### config.mk
export PLATFORM = sky130hd
export DESIGN_NAME = wb_sram_bridge_flat
export DESIGN_NICKNAME = d
export VERILOG_FILES = /design/src/rtl/wb_sram_bridge_pkg.sv /design/src/rtl/wb_sram_bridge_if.sv /design/src/rtl/wb_sram_bridge.sv /design/src/flat_wrapper.sv
export SDC_FILE = /design/constraint.sdc
export NUM_CORES = 1
export LEC_CHECK = 0
export CAP_MARGIN = 15
export CORE_ASPECT_RATIO = 1.1
export CORE_MARGIN = 2
export CORE_UTILIZATION = 47
export CTS_BUF_LIST = sky130_fd_sc_hd__clkbuf_8 sky130_fd_sc_hd__clkbuf_16
export CTS_CLUSTER_DIAMETER = 150
export DETAILED_ROUTE_END_ITERATION = 8
export GPL_TIMING_DRIVEN = 0
export HOLD_SLACK_MARGIN = 0.02
export PLACE_DENSITY = 0.95
export SETUP_SLACK_MARGIN = 0.2
export SLEW_MARGIN = 15
export SYNTH_ARGS = -nofsm -noshare
export SYNTH_HDL_FRONTEND = slang
export SYNTH_SLANG_ARGS = --single-unit
### constraint.sdc
create_clock -name wb_clk_i -period 6.7 [get_ports wb_clk_i]
set_input_delay 2.01 -clock wb_clk_i [delete_from_list [all_inputs] [get_ports wb_clk_i]]
set_output_delay 2.01 -clock wb_clk_i [all_outputs]
set_load 0.02 [all_outputs]
### src/rtl/wb_sram_bridge_pkg.sv
// Shared constants and types for the Wishbone-to-OpenRAM bridge.
package wb_sram_pkg;

   localparam int DATA_W   = 32;
   localparam int MASK_W   = 4;
   localparam int ADDR_A_W = 8;
   localparam int ADDR_B_W = 9;

   // Region codes taken from wbs_adr_i[15:12]
   localparam logic [3:0] RGN_A0   = 4'h0;
   localparam logic [3:0] RGN_A1   = 4'h1;
   localparam logic [3:0] RGN_B0   = 4'h2;
   localparam logic [3:0] RGN_B1   = 4'h3;
   localparam logic [3:0] RGN_STAT = 4'hF;

   // Word offsets inside the status region (wbs_adr_i[11:2])
   localparam logic [9:0] STAT_ID_WORD  = 10'd0;
   localparam logic [9:0] STAT_CNT_WORD = 10'd1;

   typedef enum logic [1:0] {
      ST_IDLE,
      ST_ISSUE,
      ST_WAIT,
      ST_ACK
   } state_e;

   // Regions backed by a macro port
   function automatic logic is_sram(input logic [3:0] rgn);
      return rgn <= RGN_B1;
   endfunction

   // Port1 of each macro is read-only
   function automatic logic is_ro(input logic [3:0] rgn);
      return (rgn == RGN_A1) || (rgn == RGN_B1);
   endfunction

endpackage

### src/rtl/wb_sram_bridge_if.sv
// Wishbone classic slave-side bus bundle.
interface wb_sram_bridge_if;
   import wb_sram_pkg::*;

   logic              wbs_cyc_i;
   logic              wbs_stb_i;
   logic              wbs_we_i;
   logic [MASK_W-1:0] wbs_sel_i;
   logic [DATA_W-1:0] wbs_dat_i;
   logic [31:0]       wbs_adr_i;
   logic              wbs_ack_o;
   logic [DATA_W-1:0] wbs_dat_o;

   modport slave (
      input  wbs_cyc_i, wbs_stb_i, wbs_we_i, wbs_sel_i, wbs_dat_i, wbs_adr_i,
      output wbs_ack_o, wbs_dat_o
   );

   modport master (
      output wbs_cyc_i, wbs_stb_i, wbs_we_i, wbs_sel_i, wbs_dat_i, wbs_adr_i,
      input  wbs_ack_o, wbs_dat_o
   );

endinterface

### src/rtl/wb_sram_bridge.sv
// Wishbone classic slave driving two OpenRAM 1rw1r macros (A: 32x256,
// B: 32x512), plus an ID word and a completed-transaction counter.
module wb_sram_bridge
   import wb_sram_pkg::*;
#(
   parameter logic [31:0] BASE_ADDR = 32'h3000_0000,
   parameter int unsigned READ_WAIT = 1,
   parameter logic [31:0] ID_VALUE  = 32'h5352_414D
) (
   input  logic                wb_clk_i,
   input  logic                wb_rst_i,
   wb_sram_bridge_if.slave     wb,

   output logic                csbA0,
   output logic                csbA1,
   output logic                webA,
   output logic [MASK_W-1:0]   wmaskA,
   output logic [ADDR_A_W-1:0] addrA0,
   output logic [ADDR_A_W-1:0] addrA1,
   output logic [DATA_W-1:0]   dinA0,
   input  logic [DATA_W-1:0]   sram1_dout0,
   input  logic [DATA_W-1:0]   sram1_dout1,

   output logic                csbB0,
   output logic                csbB1,
   output logic                webB,
   output logic [MASK_W-1:0]   wmaskB,
   output logic [ADDR_B_W-1:0] addrB0,
   output logic [ADDR_B_W-1:0] addrB1,
   output logic [DATA_W-1:0]   dinB0,
   input  logic [DATA_W-1:0]   sram12_dout0,
   input  logic [DATA_W-1:0]   sram12_dout1
);

   localparam logic [2:0] WAIT_INIT = 3'(READ_WAIT - 1);

   state_e      state;
   logic [2:0]  wait_cnt;
   logic [31:0] txn_cnt;
   logic [3:0]  cur_rgn;
   logic        cur_we;

   logic              req;
   logic [3:0]        rgn;
   logic [9:0]        stat_word;
   logic [DATA_W-1:0] stat_val;
   logic [DATA_W-1:0] rd_mux;

   // byte offset bits are don't-care for a word-wide bus
   logic unused_adr;
   assign unused_adr = ^wb.wbs_adr_i[1:0];

   // Request decode, status read value and macro read-data select
   always_comb begin
      req       = wb.wbs_cyc_i & wb.wbs_stb_i &
                  (wb.wbs_adr_i[31:16] == BASE_ADDR[31:16]);
      rgn       = wb.wbs_adr_i[15:12];
      stat_word = wb.wbs_adr_i[11:2];
      stat_val  = '0;
      if (stat_word == STAT_ID_WORD)       stat_val = ID_VALUE;
      else if (stat_word == STAT_CNT_WORD) stat_val = txn_cnt;
      case (cur_rgn)
         RGN_A0:  rd_mux = sram1_dout0;
         RGN_A1:  rd_mux = sram1_dout1;
         RGN_B0:  rd_mux = sram12_dout0;
         RGN_B1:  rd_mux = sram12_dout1;
         default: rd_mux = '0;
      endcase
   end

   // Bus FSM: one macro access per request, all outputs registered
   always_ff @(posedge wb_clk_i) begin
      if (wb_rst_i) begin
         state        <= ST_IDLE;
         wait_cnt     <= '0;
         txn_cnt      <= '0;
         cur_rgn      <= '0;
         cur_we       <= 1'b0;
         wb.wbs_ack_o <= 1'b0;
         wb.wbs_dat_o <= '0;
         csbA0        <= 1'b1;
         csbA1        <= 1'b1;
         webA         <= 1'b1;
         wmaskA       <= '0;
         addrA0       <= '0;
         addrA1       <= '0;
         dinA0        <= '0;
         csbB0        <= 1'b1;
         csbB1        <= 1'b1;
         webB         <= 1'b1;
         wmaskB       <= '0;
         addrB0       <= '0;
         addrB1       <= '0;
         dinB0        <= '0;
      end else begin
         case (state)
            ST_IDLE: begin
               wb.wbs_ack_o <= 1'b0;
               if (req) begin
                  cur_rgn <= rgn;
                  cur_we  <= wb.wbs_we_i;
                  if (is_sram(rgn) && !(wb.wbs_we_i && is_ro(rgn))) begin
                     case (rgn)
                        RGN_A0: begin
                           csbA0  <= 1'b0;
                           addrA0 <= wb.wbs_adr_i[9:2];   // adr[10] ignored: A aliases
                           if (wb.wbs_we_i) begin
                              webA   <= 1'b0;
                              wmaskA <= wb.wbs_sel_i;
                              dinA0  <= wb.wbs_dat_i;
                           end
                        end
                        RGN_A1: begin
                           csbA1  <= 1'b0;
                           addrA1 <= wb.wbs_adr_i[9:2];
                        end
                        RGN_B0: begin
                           csbB0  <= 1'b0;
                           addrB0 <= wb.wbs_adr_i[10:2];
                           if (wb.wbs_we_i) begin
                              webB   <= 1'b0;
                              wmaskB <= wb.wbs_sel_i;
                              dinB0  <= wb.wbs_dat_i;
                           end
                        end
                        default: begin
                           csbB1  <= 1'b0;
                           addrB1 <= wb.wbs_adr_i[10:2];
                        end
                     endcase
                     state <= ST_ISSUE;
                  end else begin
                     // no macro involved: answer on the next cycle
                     wb.wbs_dat_o <= (rgn == RGN_STAT && !wb.wbs_we_i) ? stat_val : '0;
                     wb.wbs_ack_o <= 1'b1;
                     state        <= ST_ACK;
                  end
               end
            end
            ST_ISSUE: begin
               // macro samples on this edge; release the controls
               csbA0 <= 1'b1;
               csbA1 <= 1'b1;
               webA  <= 1'b1;
               csbB0 <= 1'b1;
               csbB1 <= 1'b1;
               webB  <= 1'b1;
               if (cur_we) begin
                  wb.wbs_ack_o <= 1'b1;
                  state        <= ST_ACK;
               end else begin
                  wait_cnt <= WAIT_INIT;
                  state    <= ST_WAIT;
               end
            end
            ST_WAIT: begin
               if (!wb.wbs_cyc_i) begin
                  state <= ST_IDLE;             // master gave up: no ack, no count
               end else if (wait_cnt == 3'd0) begin
                  wb.wbs_dat_o <= rd_mux;
                  wb.wbs_ack_o <= 1'b1;
                  state        <= ST_ACK;
               end else begin
                  wait_cnt <= wait_cnt - 3'd1;
               end
            end
            default: begin                      // ST_ACK
               wb.wbs_ack_o <= 1'b0;
               txn_cnt      <= txn_cnt + 32'd1;
               state        <= ST_IDLE;
            end
         endcase
      end
   end

endmodule

### src/flat_wrapper.sv
// flat-port wrapper written by rule: the top's interface ports become plain ports
module wb_sram_bridge_flat import wb_sram_pkg::*;
#(
   parameter logic [31:0] BASE_ADDR = 32'h3000_0000,
   parameter int unsigned READ_WAIT = 1,
   parameter logic [31:0] ID_VALUE  = 32'h5352_414D
)
  (wb_clk_i, wb_rst_i, csbA0, csbA1, webA, wmaskA, addrA0, addrA1, dinA0, sram1_dout0, sram1_dout1, csbB0, csbB1, webB, wmaskB, addrB0, addrB1, dinB0, sram12_dout0, sram12_dout1, wb_wbs_cyc_i, wb_wbs_stb_i, wb_wbs_we_i, wb_wbs_sel_i, wb_wbs_dat_i, wb_wbs_adr_i, wb_wbs_ack_o, wb_wbs_dat_o);
  wb_sram_bridge_if wb_i ();
  input  logic wb_clk_i;
  input  logic wb_rst_i;
  output logic csbA0;
  output logic csbA1;
  output logic webA;
  output logic [MASK_W-1:0] wmaskA;
  output logic [ADDR_A_W-1:0] addrA0;
  output logic [ADDR_A_W-1:0] addrA1;
  output logic [DATA_W-1:0] dinA0;
  input  logic [DATA_W-1:0] sram1_dout0;
  input  logic [DATA_W-1:0] sram1_dout1;
  output logic csbB0;
  output logic csbB1;
  output logic webB;
  output logic [MASK_W-1:0] wmaskB;
  output logic [ADDR_B_W-1:0] addrB0;
  output logic [ADDR_B_W-1:0] addrB1;
  output logic [DATA_W-1:0] dinB0;
  input  logic [DATA_W-1:0] sram12_dout0;
  input  logic [DATA_W-1:0] sram12_dout1;
  input wire logic [$bits(wb_i.wbs_cyc_i)-1:0] wb_wbs_cyc_i;
  input wire logic [$bits(wb_i.wbs_stb_i)-1:0] wb_wbs_stb_i;
  input wire logic [$bits(wb_i.wbs_we_i)-1:0] wb_wbs_we_i;
  input wire logic [$bits(wb_i.wbs_sel_i)-1:0] wb_wbs_sel_i;
  input wire logic [$bits(wb_i.wbs_dat_i)-1:0] wb_wbs_dat_i;
  input wire logic [$bits(wb_i.wbs_adr_i)-1:0] wb_wbs_adr_i;
  output wire logic [$bits(wb_i.wbs_ack_o)-1:0] wb_wbs_ack_o;
  output wire logic [$bits(wb_i.wbs_dat_o)-1:0] wb_wbs_dat_o;
  assign wb_i.wbs_cyc_i = wb_wbs_cyc_i;
  assign wb_i.wbs_stb_i = wb_wbs_stb_i;
  assign wb_i.wbs_we_i = wb_wbs_we_i;
  assign wb_i.wbs_sel_i = wb_wbs_sel_i;
  assign wb_i.wbs_dat_i = wb_wbs_dat_i;
  assign wb_i.wbs_adr_i = wb_wbs_adr_i;
  assign wb_wbs_ack_o = wb_i.wbs_ack_o;
  assign wb_wbs_dat_o = wb_i.wbs_dat_o;
  wb_sram_bridge #(.BASE_ADDR(BASE_ADDR), .READ_WAIT(READ_WAIT), .ID_VALUE(ID_VALUE)) u_core (.wb_clk_i(wb_clk_i), .wb_rst_i(wb_rst_i), .wb(wb_i), .csbA0(csbA0), .csbA1(csbA1), .webA(webA), .wmaskA(wmaskA), .addrA0(addrA0), .addrA1(addrA1), .dinA0(dinA0), .sram1_dout0(sram1_dout0), .sram1_dout1(sram1_dout1), .csbB0(csbB0), .csbB1(csbB1), .webB(webB), .wmaskB(wmaskB), .addrB0(addrB0), .addrB1(addrB1), .dinB0(dinB0), .sram12_dout0(sram12_dout0), .sram12_dout1(sram12_dout1));
endmodule
==> results.tsv <==
metric	value	unit
grt_antenna_before_repair	1	
critPathKind	in -> reg	
gr-total-overflow	0	
synthesis.area	8390	sq um
holdPathStages	2	
synth_nets	1164	
slowest_delay	0.69	ns
seq_area_frac_synth	44.6	%
path_max_fanout	10	
critPathLaunchType	input port	
hold_ws	0.454	ns
numCtsBuffers	17	
yosysWarnings	0	
fp.dieArea	18900	sq um
cap_violations	0	
ios	346	
critical_path.endpoint_type	register	
h-tree-depth	4	
cp.required	6.98	ns
synth_edf_count	0	
syn-mean-instance-area	8.79	sq um
cp.depth	6	
synth_commonest_cells	187 x dfxtp_1, 142 x nor2_1, 116 x nand2_1	
synth_area_leaders	dfxtp_1 45%, mux2i_1 12%, nor2_1 6.3%	
fp-row-count	51	
initial_core_util	47.7	%
dp_hpwl	23700	um
fin_crit_sh	61.5	%
crit_buf_inv	2	
grt_pass1_vias	9187	
slew_viol_final	0	
clock_latency	0.43	ns
core	17600	sq um
syn_inst	955	
intPower	1.94	mW
crit_chain	clkdlybuf4s50_1 -> nor4_2 -> nand3_1 -> a211oi_2 -> clkbuf_1 -> a311oi_1	
hold_buffers	0	
postCtsSetupBuffers	0	
yosys.area.top_type	dfxtp_1	
synthMostInstantiatedCell	dfxtp_1	
vdd_drop_max	0.000168	V
slowest_stage	a211oi_2	
r2r_cells	11	
place_congestion	0.912	
p_switching	862	uW
p_per_area	221	nW/um^2
port-buffer-count	341	
firstDrtPassIters	5	
root_buffer	clkbuf_16	
grt_max_degree	19	
placed_area	12100	sq um
clk_path_buf_depth	2	
drc	0	
area_growth	50.9	%
wl_per_cell	19.4	um
cp_top_family	buffers and inverters	
drive_gt1_share	5.05	%
tns	0	ns
fmax	243	MHz
p_seq_share	42.7	%
grt_pass1_wl	47500	um
power.leakage	4.43	nW
run_status	finished, final reports clean	
slew_headroom	50.6	%
synth_cell_types	52	
cts_resized	0	
wl	30400	um
path_clk_slew	0.07	ns
tightest_slew	0.734	ns
worstHoldPathType	reg -> reg	
hold_violations	0	
grt_util_all_layers	31.4	%
fin_crit	4.12	ns
via_count	8880	
drtIter0Drc	860	
ys_ff_latch	187	
die_y	144	um
power_frac_clock	34.6	%
vias_per_cell	5.67	
ant_nets	0	
cts_sinks	187	
finalInstanceArea	12700	sq um
synth-main-ff-cell	dfxtp_1	
netSwitchingFraction	30.7	%
synthArstFlopShare	0	%
post-synth-top-area-fraction	44.6	%
finalSetupViolations	0	
cts_tree	built	
rsz0062_at_grt	false	
final_core_util	71.9	%
fin_skew	0.00784	ns
share_comb_of_total_power	22.7	%
nNetsFinal	1524	
fp.dieW	131	um
cp_data_arrival_time	4.40	ns
[logic make-up after synthesis]
group | Yosys count | synth area share, %
AOI/OAI and AO/OA | 185 | 14.6
xor gates and xnor gates | 27 | 2.82
adders and majority gates | 8 | 1.19
buffers and inverters | 86 | 4.81
DFF | 187 | 44.6
muxes | 102 | 12.2
and+or+nand+nor | 360 | 19.8
[registers in the layout, summed over array words and instances (netlist names)]
name / count
u_core.cur_we: 1
u_core.addrB1: 9
u_core.wmaskA: 4
u_core.csbB1: 1
u_core.txn_cnt: 32
u_core.addrA1: 8
u_core.dinB0: 32
u_core.wmaskB: 4
u_core.webA: 1
u_core.wb.wbs_dat_o: 32
u_core.wait_cnt: 3
u_core.csbB0: 1
u_core.csbA1: 1
u_core.addrA0: 8
u_core.webB: 1
u_core.wb.wbs_ack_o: 1
u_core.cur_rgn: 4
u_core.addrB0: 9
u_core.state: 2
u_core.dinA0: 32
u_core.csbA0: 1
[layer usage]
metal | GRT usage, % | vias to the layer above | wire [um]
met3 | 11.5 | 82 | 3080
met2 | 57.5 | 470 | 15300
met4 | 15.4 | 0 | 1140
met1 | 32.0 | 4209 | 10900
li1 | - | 4119 | -
met5 | 0 | - | 0
[path summary, 6_finish.rpt]
| path | start | to | slack, ns |
|---|---|---|---|
| setup / recovery | wb_wbs_adr_i[18] | u_core.wb.wbs_dat_o[14]$_SDFFE_PP0P_ | 2.58 |
| hold / removal | u_core.wait_cnt[1]$_SDFFE_PP0P_ | u_core.wait_cnt[1]$_SDFFE_PP0P_ | 0.45 |
| setup reg to reg | u_core.state[0]$_SDFFE_PP0P_ | u_core.dinA0[13]$_SDFFE_PP0P_ | 4.00 |
| hold reg to reg | u_core.wait_cnt[1]$_SDFFE_PP0P_ | u_core.wait_cnt[1]$_SDFFE_PP0P_ | 0.45 |
[power by group through the flow]
stage	Sequential [mW]	Combinational, mW	Clock [mW]
CTS	1.20	0.631	0.974
detailed placement	1.22	0.627	0
global placement	1.22	0.609	0
floorplan	1.27	0.265	0
finish	1.20	0.638	0.969
global route	1.20	0.683	1.02
[cell usage in the layout (no fill, tap or decap), drive strengths merged, types with 8 or more instances in the layout]
cell / synthesis / layout
nand4: 8 / 8
nor3: 10 / 10
xnor2: 18 / 18
nand3: 25 / 25
ha: 8 / 8
a21oi: 76 / 76
a211oi: 16 / 16
nor2: 142 / 142
clkbuf: 42 / 59
mux2i: 101 / 101
o22ai: 13 / 13
nor4: 13 / 13
nand2: 116 / 116
inv: 13 / 20
a222oi: 20 / 20
dfxtp: 187 / 187
a311oi: 17 / 17
xor2: 9 / 9
or3: 10 / 10
o21ai: 22 / 22
clkdlybuf4s50: 0 / 341
buf: 30 / 30
[final cells by class]
cell class	count	area (sq um)
Sequential cell	187	3740
Clock buffer	17	425
Fill cell	1246	4940
Buffer	72	352
Antenna cell	1	2.50
Clock inverter	15	138
Timing Repair Buffer	341	3410
Multi-Input combinational cell	682	4250
Tap cell	238	298
Inverter	14	52.6
[stage by stage]
| step | std cells | power [mW] | worst slack, ns |
|---|---|---|---|
| 2_1_floorplan | 955 | 1.53 | 2.98 |
| 3_5_place_dp | 1534 | 1.85 | 2.16 |
| 4_1_cts | 1566 | 2.80 | 2.61 |
| 3_3_place_gp | 1534 | 1.83 | 2.24 |
| 6_report | 1567 | 2.80 | 2.58 |
| 5_1_grt | 1567 | 2.91 | 2.45 |
[tightest hold or removal path, cell delays in order (launching register included)]
cell and delay, ns:
dfxtp_1 0.31, nand2_1 0.05, a21oi_1 0.05
Power figures use the tool's default switching activity.
